## config.mk

```make
export PLATFORM = sky130hd
export DESIGN_NAME = pipe_stage_reg
export DESIGN_NICKNAME = d
export VERILOG_FILES = /design/src/rtl/pipe_stage_reg.sv
export SDC_FILE = /design/constraint.sdc
export NUM_CORES = 1
export LEC_CHECK = 0
export ABC_AREA = 1
export CELL_PAD_IN_SITES_DETAIL_PLACEMENT = 0
export CELL_PAD_IN_SITES_GLOBAL_PLACEMENT = 1
export CORE_MARGIN = 1.5
export CORE_UTILIZATION = 34
export CTS_BUF_LIST = sky130_fd_sc_hd__clkbuf_16
export DETAILED_ROUTE_END_ITERATION = 16
export MAX_ROUTING_LAYER = met4
export PLACE_DENSITY_LB_ADDON = 0.08
export SLEW_MARGIN = 15
export SYNTH_ARGS = -nofsm -noshare
export SYNTH_HDL_FRONTEND = slang
export SYNTH_SLANG_ARGS = --single-unit
```

## constraint.sdc

```tcl
create_clock -name CLK -period 4.23 [get_ports CLK]
set_input_delay 0.6345 -clock CLK [delete_from_list [all_inputs] [get_ports CLK]]
set_output_delay 0.6345 -clock CLK [all_outputs]
set_load 0.005 [all_outputs]
```

## src/rtl/pipe_stage_reg.sv

```systemverilog
// Parametrised pipeline stage register: valid/ready handshake, global advance
// enable, synchronous flush, optional 2-entry skid buffer and saturating stall counter.
module pipe_stage_reg #(
  parameter int DATA_W = 32,
  parameter int SKID   = 0,
  parameter int CNT_W  = 16
) (
  input  logic              CLK,
  input  logic              nRST,
  input  logic              en,
  input  logic              flush,
  input  logic              in_valid,
  input  logic [DATA_W-1:0] in_data,
  output logic              in_ready,
  output logic              out_valid,
  output logic [DATA_W-1:0] out_data,
  input  logic              out_ready,
  output logic [1:0]        occ,
  output logic [CNT_W-1:0]  stall_cnt
);

  typedef enum logic [1:0] {
    ST_EMPTY = 2'd0,
    ST_ONE   = 2'd1,
    ST_TWO   = 2'd2
  } state_t;

  state_t              r_state;
  logic [DATA_W-1:0]   r_head;
  logic [CNT_W-1:0]    r_stall;
  logic [DATA_W-1:0]   w_skid_data;
  logic                w_acc;
  logic                w_rel;

  assign out_valid = (r_state != ST_EMPTY);
  assign out_data  = r_head;
  assign occ       = r_state;
  assign stall_cnt = r_stall;

  // Skid mode registers in_ready; latch mode passes out_ready straight through.
  always_comb begin
    in_ready = 1'b1;
    if (SKID != 0) begin
      in_ready = (r_state != ST_TWO);
    end else begin
      in_ready = !out_valid || out_ready;
    end
  end

  assign w_acc = in_valid  && in_ready  && en && !flush;
  assign w_rel = out_valid && out_ready && en && !flush;

  generate
    if (SKID != 0) begin : g_skid
      logic [DATA_W-1:0] r_skid;

      always_ff @(posedge CLK or negedge nRST) begin
        if (!nRST) begin
          r_skid <= '0;
        end else if (r_state == ST_ONE && w_acc && !w_rel) begin
          r_skid <= in_data;
        end
      end

      assign w_skid_data = r_skid;
    end else begin : g_noskid
      assign w_skid_data = '0;
    end
  endgenerate

  always_ff @(posedge CLK or negedge nRST) begin
    if (!nRST) begin
      r_state <= ST_EMPTY;
      r_head  <= '0;
    end else if (flush) begin
      r_state <= ST_EMPTY;
    end else begin
      case (r_state)
        ST_EMPTY: begin
          if (w_acc) begin
            r_state <= ST_ONE;
            r_head  <= in_data;
          end
        end
        ST_ONE: begin
          if (w_acc && w_rel) begin
            r_head <= in_data;
          end else if (w_acc) begin
            if (SKID != 0) begin
              r_state <= ST_TWO;
            end
          end else if (w_rel) begin
            r_state <= ST_EMPTY;
          end
        end
        ST_TWO: begin
          if (w_rel) begin
            r_state <= ST_ONE;
            r_head  <= w_skid_data;
          end
        end
        default: r_state <= ST_EMPTY;
      endcase
    end
  end

  // Counts every held-valid cycle, including en=0 and flush cycles.
  always_ff @(posedge CLK or negedge nRST) begin
    if (!nRST) begin
      r_stall <= '0;
    end else if (out_valid && !w_rel && (r_stall != '1)) begin
      r_stall <= r_stall + 1'b1;
    end
  end

endmodule

```

# After elaboration in Yosys (flattened, before gate mapping)
# Cells that the tools add are included.
[word_totals]
regBits = 50
inputBits = 38
output_inout_bits = 52
elab_cells = 45
[classes]
n_addsub = 1
eq_ne = 11
mux = 11
n_bitwise = 1
n_reduce_logical = 18
[op_table]
columns = ["operator", "n"]
rows = [
  ["$mux W32", 3],
  ["$pmux W32 S3", 1],
  ["$add A16 B1 Y16 const B", 1],
  ["$ne A16 B16 Y1 const B", 1],
  ["$ne A3 B3 Y1 const B", 5],
  ["$mux W2", 6],
  ["$reduce_and A5 Y1", 2],
  ["$logic_and A1 B1 Y1", 9],
  ["$ne A2 B2 Y1 const B", 3],
  ["$pmux W2 S3", 1],
  ["$logic_not A1 Y1", 3],
  ["$reduce_bool A3 Y1", 1],
  ["$eq A2 B1 Y1 const B", 1],
  ["$eq A2 B2 Y1 const B", 1],
  ["$logic_not A2 Y1", 1],
  ["$reduce_bool A2 Y1", 1],
  ["$logic_or A1 B1 Y1", 1],
  ["$not A1 Y1", 1],
]

# Logic depth before layout (Yosys ltp)
# Gate-level depths: netlist of the first run.
[depth]
word_depth = 10
mapped_depth = 9
ltp_nobuf = 8

# Worst setup path after synthesis of the first run
# No wires, ideal clock.
[synth_timing]
path_type = "register to register"
startpoint = "register r_stall[0] (netlist: stall_cnt[0])"
endpoint = "register r_stall[10] (netlist: stall_cnt[10])"
setup_ns = 0.117
arrival_time_ns = 1.391
required_time_ns = 4.113
slack_ns = 2.722
stages_incl_launch_ff = 10
n_path_buf = 1
period_less_slack_ns = 1.508
path_cell_list = "dfrtp_1 ha_1 inv_1 nor2_4 nand3_4 nand2_4 nand2_4 buf_6 nand2_2 o21ai_2"
[synth_via]
elab_chain_len = 2
word_cells_on_any_way = 3
cone_classes = "add/sub (1); eq/ne (1); reduce/logical (1)"
[synth_lines]
columns = ["element", "line_no", "source"]
rows = [
  ["start: declaration", "30", "logic [CNT_W-1:0] r_stall;"],
  ["start signal: assignment", "112", "r_stall <= r_stall + 1'b1;"],
  ["parallel branches: the longest is 2 deep, another holds $add A16 B1 Y16", "n/a", ""],
]
# Several ways; the timed one is not identified.
# A chain may end at the register's enable or synchronous reset.

# Worst setup path in the final report of the first run
[layout_timing]
startpoint = "input out_ready"
endpoint = "output in_ready"
[layout_via]
elab_chain_len = 1
[layout_lines]
columns = ["element", "line_no", "source"]
rows = [
  ["start: declaration", "17", "input logic out_ready,"],
  ["$logic_or A1 B1 Y1", "46", "in_ready = !out_valid || out_ready;"],
  ["end: declaration", "14", "output logic in_ready,"],
]
# Every way passes these cells.

==> results.toml, run 1 <==
[outcome]
status = "finished clean"

[detailed_routing]
ant_nets = 0
drc = 0
drt_iter0_markers = 72
drt_wl_total_mm = 5.46
dr.pass1.iters = 4
routed_via_density = 4.31
vias = 2045
wire_per_inst_um = 11.5

[cells_and_area]
utilization = 0.510
mostFrequentLayoutCell = "clkdlybuf4s50_1"
drive_above_1_share = 0.0847
seqCellArea_mm2 = 0.00123
final_cell_mix = "clkdlybuf4s50_1 (87), nand2_1 (81), dfrtp_1 (49)"
multiInputGateArea_um2 = 911
nets = 416
fillers = 692
area_growth_pct = 44.9
antennaDiodeCount = 0

[setup_path]
path_class = "in2out"
crit_chain = "clkdlybuf4s50_1 > or2_1 > clkdlybuf4s50_1"
r2r-end = "out_data[3]"
reg2reg_from = "occ[0]"
cp-start-kind = "primary input"
critPathCaptureType = "output pin"
crit_path_max_incr_delay_ns = 0.45
path_max_fanout = 2
critical_path.top_delay_family = "buffers and inverters"
r2r_cells = 6
slowest_stage = "clkdlybuf4s50_1"
required_ns = 3.60
r2r_slack_ns = 2.20
timing.critical_path.buf_inv = 2
critPathArrivalTime_ns = 1.74
crit_top_cell = "clkdlybuf4s50_1"

[sta]
rsz0062_at_grt = "false"
finalSetupTns_ns = 0
final.setup_skew_ns = 0.00573
slew_violations = 0
slew_headroom = 0.410
holdWs_ns = 0.455
setup_viol = 0
worst_slew_pin_slew_ns = 0.882
hold_viol_final = 0
period_minus_slack_ns = 2.38
period_share = 0.562
fmax_ghz = 0.421

[power]
peakVddDrop_uv = 160
powerDensity_mw_per_mm2 = 433
finalPower_mw = 1.51
p_leak_nw = 1.64

[synthesis]
async_flop_share = 1.00
synth_seq_cells = 49
synth.distinct_cells = 24
avgSynthCellArea_um2 = 8.27
syn_nets = 330
synth_edf_count = 0
ys_warn_count = 0
syn_inst = 291
yosys_most_used_dff = "dfrtp_1"
synth-seq-area-share = 0.510
synth_area_mm2 = 0.00241

[global_route]
grt_usage = 0.162
antenna_found_initial = 0
grt_pass1_vias = 1965
grt_pass1_wl_mm = 9.37
overflow = 0
grt_max_degree = 50

[placed_design]
io_buffers = 88
dp_hpwl_mm = 3.98
gp_congestion = 0.764

[clocking]
clk_path_buf_depth = 2
cts_resized = 0
clkTransAtPathRegs_ns = 0.06
clockRootBuffer = "clkbuf_16"
hold_buffers = 0
cts_setup_buffers = 0
cts_max_level = 2
cts_made_buffers = 5
clkLatencyLatePin_ns = 0.28
cts_sinks = 49
tritoncts = "done"

[die]
dieHeight_um = 87.1
die_w_um = 87.1
core_mm2 = 0.00683
num_rows = 30
initial_core_util = 0.352
io_pins = 90
dieArea_mm2 = 0.00759

[flow_run]
max_cap_violations = 0

[hold_path]
hp-class = "in2async"
[synth_stat cells (3+ instances only)]
library cell,number,area share
nor2_1,14,0.022
xor2_1,7,0.025
buf_4,6,0.019
dfrtp_1,49,0.51
nand3_1,16,0.033
o21ai_2,7,0.025
nand2_1,81,0.13
inv_1,47,0.073
buf_2,3,0.0062
nand2_2,6,0.016
o21ai_1,33,0.069
nand4_1,6,0.016
[logic make-up after synthesis]
logic type / after synthesis / synth area share
compound gates: 41 / 0.0962
xor+xnor: 8 / 0.0291
fa+ha+maj: 1 / 0.00520
buf+inv: 60 / 0.112
flops: 49 / 0.510
other cells: 1 / 0.00156
simple gates: 131 / 0.246
[stage by stage]
| step | instance area, um^2 | instances | worst slack [ns] |
|---|---|---|---|
| after global routing | 3490 | 474 | 1.65 |
| final | 3490 | 474 | 1.85 |
| after detailed placement | 3350 | 466 | 1.53 |
| after CTS | 3490 | 474 | 1.85 |
| after global placement | 3350 | 466 | 1.59 |
| after floorplan | 2410 | 291 | 2.72 |
[area by class of cell]
class / instances / area share
clock buffers: 5 / 0.0359
clock inverters: 3 / 0.00395
inverters: 49 / 0.0535
multi-input cells: 182 / 0.261
flip-flops and latches: 49 / 0.352
well taps: 96 / 0.0345
repair buffers: 90 / 0.259
[registers in the layout (all words and copies together) (netlist names)]
register / cells
out_data: 32
occ: 1
stall_cnt: 16
[worst max-delay path by stage]
stage / from / to / slack (ns) / depth (start not counted)
global placement: out_ready / out_data[27] / 1.59 / 6
CTS: out_ready / out_data[21] / 1.85 / 6
detailed placement: out_ready / out_data[26] / 1.53 / 6
global route: out_ready / out_data[3] / 1.65 / 6
finish: out_ready / in_ready / 1.85 / 3
floorplan: stall_cnt[0] / stall_cnt[10] / 2.72 / 9
[where the power goes]
| part | switching (mW) | total, mW | internal, mW |
|---|---|---|---|
| Combinational | 0.189 | 0.467 | 0.277 |
| Sequential | 0.0969 | 0.662 | 0.565 |
| Clock | 0.166 | 0.381 | 0.215 |
[routing by layer]
metal | GRT usage | part of all wire | wire [um] | vias up
met1 | 0.211 | 0.45 | 2480 | 929
met2 | 0.259 | 0.49 | 2650 | 52
met5 | - | 0 | 0 | -
met4 | 0.0390 | 0.0057 | 31 | 0
li1 | - | - | - | 1062
met3 | 0.0379 | 0.053 | 290 | 2
Power figures use the tool's default switching activity.
==> inputs of run 2 (changes only) <==
Settings changed: CORE_UTILIZATION 34 to 32.
Clock period 4.23 ns to 2.27 ns, I/O delays scaled along.
==> run 2 against run 1 <==
Effect of this change: clock power increased by 86%; worst setup slack lost 1.4 ns; critical path depth did not move; combinational power is 93% higher; register-to-register slack worse by 1.7 ns; critical path type unchanged; largest cell class unchanged.
==> results.toml, run 2 (synthesis gave the netlist of run 1 again) <==
[setup_path]
path_class = "in2out"
reg2reg_from = "stall_cnt[1]"
r2r_slack_ns = 0.51
required_ns = 1.93
r2r-end = "stall_cnt[7]"
crit_top_cell = "clkdlybuf4s50_1"
critPathArrivalTime_ns = 1.45
slowest_stage = "clkdlybuf4s50_1"
cp-endpoint = "in_ready"
path_max_fanout = 2
cp-start-kind = "primary input"
crit_chain = "clkdlybuf4s50_1 > or2_1 > clkdlybuf4s50_1"
r2r_cells = 8
startpoint = "out_ready"
crit_path_max_incr_delay_ns = 0.45
critPathCaptureType = "output pin"

[cells_and_area]
nets = 417
utilization = 0.482
finish.instance_area_mm2 = 0.00349
largest_reg_flops = 32
fillers = 714
multiInputGateArea_um2 = 911
stdcell_count = 477
final_cell_mix = "clkdlybuf4s50_1 (87), nand2_1 (81), dfrtp_1 (49)"
area_growth_pct = 45.2
seqCellArea_mm2 = 0.00123
antennaDiodeCount = 0
drive_above_1_share = 0.0847
mostFrequentLayoutCell = "clkdlybuf4s50_1"

[clocking]
cts_made_buffers = 5
tritoncts = "done"
clkLatencyLatePin_ns = 0.28
cts_resized = 0
clk_path_buf_depth = 2
cts_setup_buffers = 0
clockRootBuffer = "clkbuf_16"
cts_max_level = 2
hold_buffers = 0
cts_sinks = 49
clkTransAtPathRegs_ns = 0.06

[detailed_routing]
drt_wl_total_mm = 5.66
wire_per_inst_um = 11.9
dr.pass1.iters = 4
drt-met1-wl_mm = 2.74
vias = 2049
wl_met3_um = 255
drt_iter0_markers = 76
drc = 0
routed_via_density = 4.30
topRoutingLayerUsed = "met4"
ant_nets = 0
wl_met2_mm = 2.60

[sta]
rsz0062_at_grt = "false"
final.setup_skew_ns = 0.00339
worst_slew_pin_slew_ns = 0.647
setup_viol = 0
hold_viol_final = 0
fmax_ghz = 0.559
period_share = 0.788
worst_slack_ns = 0.481
slew_headroom = 0.569
finalSetupTns_ns = 0
holdWs_ns = 0.148
period_minus_slack_ns = 1.79
slew_violations = 0

[hold_path]
hp-class = "in2async"

[placed_design]
gp_congestion = 0.758
pre_cts_ws_ns = 0.402
dpl_cell_area_mm2 = 0.00336
io_buffers = 88
dpl.cell_count = 470
dp_hpwl_mm = 4.08

[global_route]
grt_pass1_wl_mm = 9.66
grt_max_degree = 66
grt_pass1_vias = 1951
overflow = 0
grt_usage = 0.152
antenna_found_initial = 0

[power]
p_leak_nw = 1.63
powerDensity_mw_per_mm2 = 811
finalPower_mw = 2.83
peakVddDrop_uv = 416

[die]
core_mm2 = 0.00725
die_w_um = 89.7
initial_core_util = 0.332
dieHeight_um = 89.7
num_rows = 31
io_pins = 90
dieArea_mm2 = 0.00805

[outcome]
status = "finished clean"

[flow_run]
max_cap_violations = 0
==> run 2: changes by cell type in the layout (fill, tap and decap cells not counted) <==
cell,previous run,this run
buf_4,1,2
clkinv_1,0,1
inv_1,48,47
clkinvlp_4,0,1
clkinv_2,2,0
==> run 2: final cells by class <==
type | count | share of cell area
repair buffers | 91 | 0.261
inverters | 49 | 0.0533
clock inverters | 2 | 0.00322
multi-input cells | 182 | 0.261
well taps | 99 | 0.0354
clock buffers | 5 | 0.0358
flip-flops and latches | 49 | 0.351
==> run 2: critical path, delay by kind of cell <==
family | cells | cell delay (ns)
buffers and inverters | 2 | 0.86
AND/OR/NAND/NOR | 1 | 0.24
==> run 2: how the worst min path moves through the flow <==
stage | endpoint | depth (start not counted)
floorplan | occ[0] | 0
global placement | out_data[12] | 2
detailed placement | out_data[27] | 2
CTS | stall_cnt[4] | 2
global route | stall_cnt[8] | 2
finish | stall_cnt[4] | 2
==> run 2: layer usage <==
metal,vias to the layer above,GRT usage
met5,-,-
met4,0,0.0397
met3,6,0.0347
met2,51,0.235
met1,924,0.202
li1,1068,-
==> run 2: report_power, final <==
| group | switching [mW] | internal, mW | leakage [nW] |
|---|---|---|---|
| sequential | 0.173 | 1.05 | 0.624 |
| clock | 0.310 | 0.398 | 0.0633 |
| combinational | 0.373 | 0.526 | 0.944 |
| total | 0.856 | 1.98 | 1.63 |
